$ cat config.mk
export PLATFORM = sky130hd
export DESIGN_NAME = imem_arbiter
export DESIGN_NICKNAME = d
export VERILOG_FILES = /design/src/rtl/imem_arbiter.sv
export SDC_FILE = /design/constraint.sdc
export NUM_CORES = 1
export LEC_CHECK = 0
export ABC_CLOCK_PERIOD_IN_PS = 1700
export BUFFER_PORTS_ARGS = -buffer_cell sky130_fd_sc_hd__buf_2
export CORE_AREA = 2 2 99 101
export CTS_BUF_LIST = sky130_fd_sc_hd__clkbuf_8
export CTS_CLUSTER_DIAMETER = 60
export CTS_CLUSTER_SIZE = 16
export DETAILED_ROUTE_END_ITERATION = 6
export DIE_AREA = 0 0 101 103
export GPL_ROUTABILITY_DRIVEN = 0
export SYNTH_ARGS = -nofsm -noshare
export SYNTH_HDL_FRONTEND = slang
export SYNTH_SLANG_ARGS = --single-unit
$ cat constraint.sdc
create_clock -name clk -period 1.7 [get_ports clk]
set_input_delay 0 -clock clk [delete_from_list [all_inputs] [get_ports clk]]
set_output_delay 0 -clock clk [all_outputs]
set_load 0.01 [all_outputs]
$ cat src/rtl/imem_arbiter.sv
// imem_arbiter: two-port arbiter in front of a single-port instruction memory.
// The fetch port (f_*) and the loader/debug port (l_*) share one access per
// cycle. Arbitration is round-robin on contention; the loader can hold
// ownership with l_lock. Every grant receives a response exactly one cycle
// later. Misaligned or out-of-range addresses are granted but answered with
// err = 1 and never reach the memory.
// Ports:
//   clk, rst                         clock, asynchronous active-high reset
//   f_req/f_addr/f_flush             fetch request, byte address, redirect
//   f_gnt/f_rvalid/f_rdata/f_err     fetch grant and response
//   l_req/l_we/l_lock/l_addr/l_wdata loader request, write, lock, address, data
//   l_gnt/l_rvalid/l_rdata/l_err     loader grant and response
//   mem_en/mem_we/mem_addr/mem_wdata memory strobe, write, word address, data
//   mem_rdata                        memory read data (one cycle after mem_en)
module imem_arbiter #(
    parameter int unsigned DEPTH = 32000,
    parameter int unsigned AW    = 15
) (
    input  logic          clk,
    input  logic          rst,
    input  logic          f_req,
    input  logic [31:0]   f_addr,
    input  logic          f_flush,
    output logic          f_gnt,
    output logic          f_rvalid,
    output logic [31:0]   f_rdata,
    output logic          f_err,
    input  logic          l_req,
    input  logic          l_we,
    input  logic          l_lock,
    input  logic [31:0]   l_addr,
    input  logic [31:0]   l_wdata,
    output logic          l_gnt,
    output logic          l_rvalid,
    output logic [31:0]   l_rdata,
    output logic          l_err,
    output logic          mem_en,
    output logic          mem_we,
    output logic [AW-1:0] mem_addr,
    output logic [31:0]   mem_wdata,
    input  logic [31:0]   mem_rdata
);

    localparam int unsigned WORD_AW = 30;

    typedef enum logic [1:0] {
        IDLE        = 2'd0,
        FETCH       = 2'd1,
        LOAD_LOCKED = 2'd2
    } state_e;

    state_e      state_q, state_d;
    logic        last_l_q, last_l_d;    // 1 = loader was granted most recently
    logic        f_pend_q, f_pend_d;
    logic        f_perr_q, f_perr_d;
    logic        l_pend_q, l_pend_d;
    logic        l_perr_q, l_perr_d;
    logic        l_pwr_q,  l_pwr_d;

    logic [31:0] sel_addr;
    logic        sel_err;
    logic        gnt_any;

    // Grant, next state, memory strobes and response bookkeeping
    always_comb begin
        state_d  = state_q;
        last_l_d = last_l_q;
        f_gnt    = 1'b0;
        l_gnt    = 1'b0;

        if (!rst) begin
            if (state_q == LOAD_LOCKED && l_req) begin
                l_gnt = 1'b1;
            end else if (f_req && l_req) begin
                if (last_l_q) f_gnt = 1'b1;
                else          l_gnt = 1'b1;
            end else begin
                f_gnt = f_req;
                l_gnt = l_req;
            end
        end

        if (l_gnt && l_lock) state_d = LOAD_LOCKED;
        else if (f_gnt)      state_d = FETCH;
        else                 state_d = IDLE;

        if (f_gnt) last_l_d = 1'b0;
        if (l_gnt) last_l_d = 1'b1;

        gnt_any  = f_gnt | l_gnt;
        sel_addr = l_gnt ? l_addr : f_addr;
        sel_err  = (sel_addr[1:0] != 2'b00) ||
                   (sel_addr[31:2] >= WORD_AW'(DEPTH));

        mem_en    = gnt_any & ~sel_err;
        mem_we    = l_gnt & l_we & ~sel_err;
        mem_addr  = gnt_any ? sel_addr[AW+1:2] : AW'(0);
        mem_wdata = l_wdata;

        // A flush in the grant cycle cancels the response before it is due
        f_pend_d = f_gnt & ~f_flush;
        f_perr_d = f_gnt & sel_err;
        l_pend_d = l_gnt;
        l_perr_d = l_gnt & sel_err;
        l_pwr_d  = l_gnt & l_we;
    end

    // State and response registers; reset drops any response in flight
    always_ff @(posedge clk or posedge rst) begin
        if (rst) begin
            state_q  <= IDLE;
            last_l_q <= 1'b1;
            f_pend_q <= 1'b0;
            f_perr_q <= 1'b0;
            l_pend_q <= 1'b0;
            l_perr_q <= 1'b0;
            l_pwr_q  <= 1'b0;
        end else begin
            state_q  <= state_d;
            last_l_q <= last_l_d;
            f_pend_q <= f_pend_d;
            f_perr_q <= f_perr_d;
            l_pend_q <= l_pend_d;
            l_perr_q <= l_perr_d;
            l_pwr_q  <= l_pwr_d;
        end
    end

    // Responses; a flush in the response cycle also hides the fetch reply
    always_comb begin
        f_rvalid = f_pend_q & ~f_flush;
        f_err    = f_rvalid & f_perr_q;
        f_rdata  = (f_rvalid && !f_perr_q) ? mem_rdata : 32'd0;
        l_rvalid = l_pend_q;
        l_err    = l_pend_q & l_perr_q;
        l_rdata  = (l_pend_q && !l_perr_q && !l_pwr_q) ? mem_rdata : 32'd0;
    end

endmodule
# After elaboration in Yosys (flattened, before gate mapping)
# Index checks and enable logic that the tools add are counted.
# classes
muxes,16
bitwise,12
n_reduce_logical,12
n_eq_ne,1
order_cmp,1
# ops
operator,count
$mux W32,3
$ge A30 B15 Y1 const B,1
$mux W15,1
$mux W1,11
$and A1 B1 Y1,9
$logic_and A1 B1 Y1,6
$reduce_bool A2 Y1,2
$logic_not A1 Y1,3
$eq A2 B2 Y1 const B,1
$mux W2,1
$not A1 Y1,2
$logic_or A1 B1 Y1,1
$or A1 B1 Y1,1
# word_totals
regBits,8
output_inout_bits,119
wordCells,49

# Depth between registers and ports, before layout
# logic_depth
depth_word,9
mapped_depth,6

# Least setup slack after synthesis
# OpenSTA, ideal clock, no wires.
# synth_path
path_kind,register -> output
from,register state_q[0]
to,output port mem_we
arrival_ns,1.497
slack_ns,0.203
n_path_buf,0
path_stages_with_launch,6
path_cell_list,dfrtp_1 > nand2b_4 > a311oi_4 > mux2i_1 > and3b_1 > and2_1
# synth_via
elab_chain_cells,9
word_cells_on_any_way,11
cone_classes,order compare: 1; eq/ne: 1; mux: 3; bitwise: 3; reduce/logical: 3
# synth_lines
element,line,rtl
start: declaration,52,"state_e state_q, state_d;"
start signal: assignment,119,state_q <= state_d;
$eq A2 B2 Y1 *,72,if (state_q == LOAD_LOCKED && l_req) begin
$logic_and A1 B1 Y1 *,72,
$mux W1 *,72,
$mux W1 *,71,if (!rst) begin
$mux W32,91,sel_addr = l_gnt ? l_addr : f_addr;
$ge A30 B15 Y1 or $reduce_bool A2 Y1 (tied branches),"93, 92",
$logic_or A1 B1 Y1,92,sel_err = (sel_addr[1:0] != 2'b00) ||
$not A1 Y1,96,mem_we = l_gnt & l_we & ~sel_err;
$and A1 B1 Y1 *,96,
end: declaration,38,"output logic mem_we,"
# Every way passes the cells marked *; elsewhere a longest branch is shown, timed or not.

# Final worst setup path
# layout_path
from,register state_q[0]
to,output port mem_en
# layout_via
elab_chain_cells,9
word_cells_on_any_way,13
cone_classes,order compare: 1; eq/ne: 1; mux: 5; bitwise: 3; reduce/logical: 3
# layout_lines
element,line,rtl
$eq A2 B2 Y1 *,72,
$logic_and A1 B1 Y1 *,72,
$mux W1,72,
$mux W1,71,
$mux W32,91,
$ge A30 B15 Y1 or $reduce_bool A2 Y1 (tied branches),"93, 92",
$logic_or A1 B1 Y1,92,
$not A1 Y1,95,mem_en = gnt_any & ~sel_err;
$and A1 B1 Y1 *,95,
end: declaration,37,"output logic mem_en,"
# Marks and branches as above.

==> out/results.txt <==
Setup repair after global routing could not meet its margin everywhere. TritonCTS built the clock tree. The max-slew violation total from the final report was 0; the total number of vias was 1837.

The floorplan has 36 rows. The die height is 103 um. After detailed routing, the number of remaining DRC violations is 0. Counting flops with a built-in enable in the synthesized netlist gives 0.

The share of synthesized area in the top cell type comes to 32.6%. Total wirelength of the detailed-routed design: 5.47 mm. In this run the remaining antenna-violating nets after routing total 0.

The wire length of the first global-routing pass came out at 7.73 mm. After detailed routing, the average wire length per cell comes to 12.2 um. Of the cells placed in the final design, the portion with a size suffix greater than 1 is 64.3%.

The reg-to-reg critical path endpoint is f_perr_q$_DFF_PP0_. The worst setup path is of the reg -> out kind. Counting the buffers created by CTS gives 3. For this configuration, the core starts out at a cell density of 14.0%. In this run the tool buffered the top-level ports with 189 buffer cells. The launch point of the worst path was state_q[0]$_DFF_PP0_.

Final critical-path setup slack: -33.8 ps. In this run the cell area of the synthesized design comes to 1320 um2. The sequential cell area fraction in the yosys report is 15.2%.

Counting every net in the synthesized netlist gives 306. The floorplan die width is 101 um, and the floorplan core area is 9460 um2. The count of max-cap constraint violations is 0, and the relative max-transition margin is 72.3%.

The number of warnings reported in the yosys synthesis log was 0; the count of endpoints failing setup in the final report was 2. The antenna diode count came out at 0. The areal power density over the cells works out to 376 nW/um2. By area the synthesized netlist is led by sky130_fd_sc_hd__and2_1 33%, sky130_fd_sc_hd__buf_4 18%, sky130_fd_sc_hd__dfrtp_1 13%. In the synthesized netlist the async set-or-reset flop fraction comes to 100%.

Global routing consumed, over all layers together, 9.30% of the routing resources. STA classifies the critical path startpoint as a register. Entering global routing, the biggest net connects 33 pins. The flow ran to the end, but the final reports show violations. Across all register-to-register paths, the minimum setup slack is 140 ps.

Among all flip-flop cells after synthesis, the most frequent one is sky130_fd_sc_hd__dfrtp_1. At the end of the flow, the number of nets in the layout was 472. In this run the critical register-to-register path is launched from state_q[0]$_DFF_PP0_. The largest fanout of any net on the critical path was 5; the synthesized area per cell was 7.74 um2. The depth of the worst register-to-register path was 8; the final worst clock skew was 1.17 ps.

The initial antenna violation count is 0, and the required time of the worst setup path is 1700 ps. The latest clock arrival within the worst-skew pair is 230 ps, and the die footprint is 10400 um2. The tools report the half-perimeter wire length after detailed placement as 4.70 mm.

Synthesis produced 171 cells. Hold violation count in the final report: 0. The endpoint class of the critical path is an output port. End of the critical path: mem_en. On the worst path, the slowest cell contributes a delay of 360 ps. For the number of global-route vias before repair, the log shows 1728. The final-layout fill cell count is 1063. The master cell of the clock root buffer is sky130_fd_sc_hd__clkbuf_8. The post-synthesis cell type count is 29. The worst path uses 102% of the clock period.

The tightest min-delay check is of the in -> out type. The biggest area contributor in the post-synthesis netlist is sky130_fd_sc_hd__and2_1. STA puts the critical path data arrival time at 1730 ps. The synthesized design contains 8 register bits.

The first detailed-routing pass took 4 iterations. The post-detailed-placement cell area came out at 2190 um2. The minimum clock period after layout came out at 1730 ps.

After detailed routing, the number of vias per cell comes to 4.08. After clock tree synthesis, the clock-pin slew on the worst setup and hold paths is 40 ps. The final reports fail on setup timing. For this run the aggregate overflow at the end of global routing stands at 0. For this design, the slowest cell found on the critical path is sky130_fd_sc_hd__dfrtp_1. The synthesis-to-layout area growth works out to 80.7%. The slew at the pin with the worst max-slew slack was 412 ps.

For the maximum count of clock buffers along a single path, the log shows 2. The analysis attributes to cell leakage a power of 0.00145 uW. The final standard cell utilization of the core is 25.3%. Derived from the worst setup path, the maximum achievable clock frequency is 577 MHz. The first routing iteration left 20 violations. The worst-case IR drop observed on VDD is 0.175 mV. Number of clock sinks: 8.

For the final standard cell area without fillers, the log shows 2390 um2. The maximum level of the CTS H-tree is 1. In this run the count of I/O pins placed on the die edge is 254. The worst hold slack is 0.00392 ps. Walking the worst path, the cells encountered are nand2b_4 -> a311oi_4 -> buf_4 -> buf_12 -> nor3_4 -> a32oi_1 -> nor2_2 -> buf_2.
## power by group
part,total (uW),switching (uW),leakage (uW),internal (uW)
clock network,237,79.8,0.0000269,157
logic,442,201,0.00132,241
registers,222,12.4,0.000104,210
total,900,293,0.00145,607
## synth_stat cells, types with 2 or more instances
master	n
sky130_fd_sc_hd__o2111ai_1	2
sky130_fd_sc_hd__nor4_1	5
sky130_fd_sc_hd__buf_4	32
sky130_fd_sc_hd__clkbuf_1	9
sky130_fd_sc_hd__dfrtp_1	7
sky130_fd_sc_hd__nor2_1	2
sky130_fd_sc_hd__a22o_1	15
sky130_fd_sc_hd__nor3_1	2
sky130_fd_sc_hd__and2_1	69
sky130_fd_sc_hd__and3_1	2
sky130_fd_sc_hd__inv_1	3
sky130_fd_sc_hd__nor3b_1	3
sky130_fd_sc_hd__nor2b_1	4
## worst max-delay path, delay by kind of cell, from the launching register on
| family | cells | cell delay, ps |
|---|---|---|
| compound gates | 2 | 430 |
| buf+inv | 3 | 460 |
| flops | 1 | 360 |
| simple gates | 3 | 250 |
## placed cells by master (no fill, tap or decap), types with 2 or more instances in the layout
cell type,synthesis,final
sky130_fd_sc_hd__o2111ai_1,2,2
sky130_fd_sc_hd__clkbuf_8,0,3
sky130_fd_sc_hd__buf_6,0,3
sky130_fd_sc_hd__dlygate4sd3_1,0,2
sky130_fd_sc_hd__buf_12,0,2
sky130_fd_sc_hd__buf_4,32,6
sky130_fd_sc_hd__nor2b_1,4,3
sky130_fd_sc_hd__and3_1,2,2
sky130_fd_sc_hd__inv_1,3,4
sky130_fd_sc_hd__clkbuf_16,0,2
sky130_fd_sc_hd__dfrtp_1,7,7
sky130_fd_sc_hd__nor3b_2,0,2
sky130_fd_sc_hd__a22o_1,15,15
sky130_fd_sc_hd__and2_1,69,68
sky130_fd_sc_hd__buf_2,1,188
sky130_fd_sc_hd__nor4_1,5,5
## kinds of logic after synthesis
logic type             count (synthesis)  share of synthesized area, %
AND/OR/NAND/NOR                       94                          46.2
AO/OA/AOI/OAI                         23                          15.9
flip-flops                             8                          15.2
multiplexers                           1                         0.756
buffers and inverters                 45                          21.9
## cell type report
class	count	area [um2]	area share [%]
Sequential cell	8	201	8.42
Inverter	3	11.3	0.471
Clock buffer	3	41.3	1.73
Multi-Input combinational cell	118	862	36.0
Timing Repair Buffer	203	1130	47.2
Clock inverter	1	3.75	0.157
Tap cell	114	143	5.96
## worst min path at each step
stage / startpoint / end / slack [ps] / depth (start not counted)
finish: l_wdata[21] / mem_wdata[21] / 0.004 / 0
global route: l_wdata[21] / mem_wdata[21] / 0.03 / 0
CTS: l_wdata[0] / mem_wdata[0] / 0.07 / 0
detailed placement: l_wdata[0] / mem_wdata[0] / 0.07 / 0
global placement: l_wdata[0] / mem_wdata[0] / 0.07 / 0
floorplan: rst / f_pend_q$_DFF_PP0_ / -190 / 1
## what timing repair did
| item | in CTS | in global routing |
|---|---|---|
| pin swaps | 2 | 4 |
| gates cloned | 0 | 2 |
| resized for setup | 6 | 6 |
| buffers inserted | 1 | 3 |
| endpoints found under the setup margin | 12 | 44 |
| endpoints found under the hold margin | 8 | 0 |
| hold buffers | 2 | 0 |
## state kept, by name (all words and copies together), names as in the netlist
register	cells
l_pwr_q	1
l_perr_q	1
f_pend_q	1
state_q	2
f_perr_q	1
last_l_q	1
l_rvalid	1
## metrics by stage
stage	setup TNS (ps)	std cells	worst slack, ps	total power (uW)
after floorplan	0	171	203	468
after global placement	0	438	147	620
after detailed placement	0	438	56.8	629
after CTS	-86.0	445	-74.7	883
after global routing	-656	450	-108	961
final	-65.6	450	-33.8	900
## routing by layer
layer / global-route usage [%] / part of all wire (%) / vias to the layer above
met4: 2.81 / 1.1 / 0
met1: 10.0 / 39 / 819
met2: 18.5 / 50 / 136
met3: 1.42 / 9.5 / 8
li1: - / - / 874
met5: 0 / 0 / -
No activity file was read; power rests on OpenSTA's default activity.
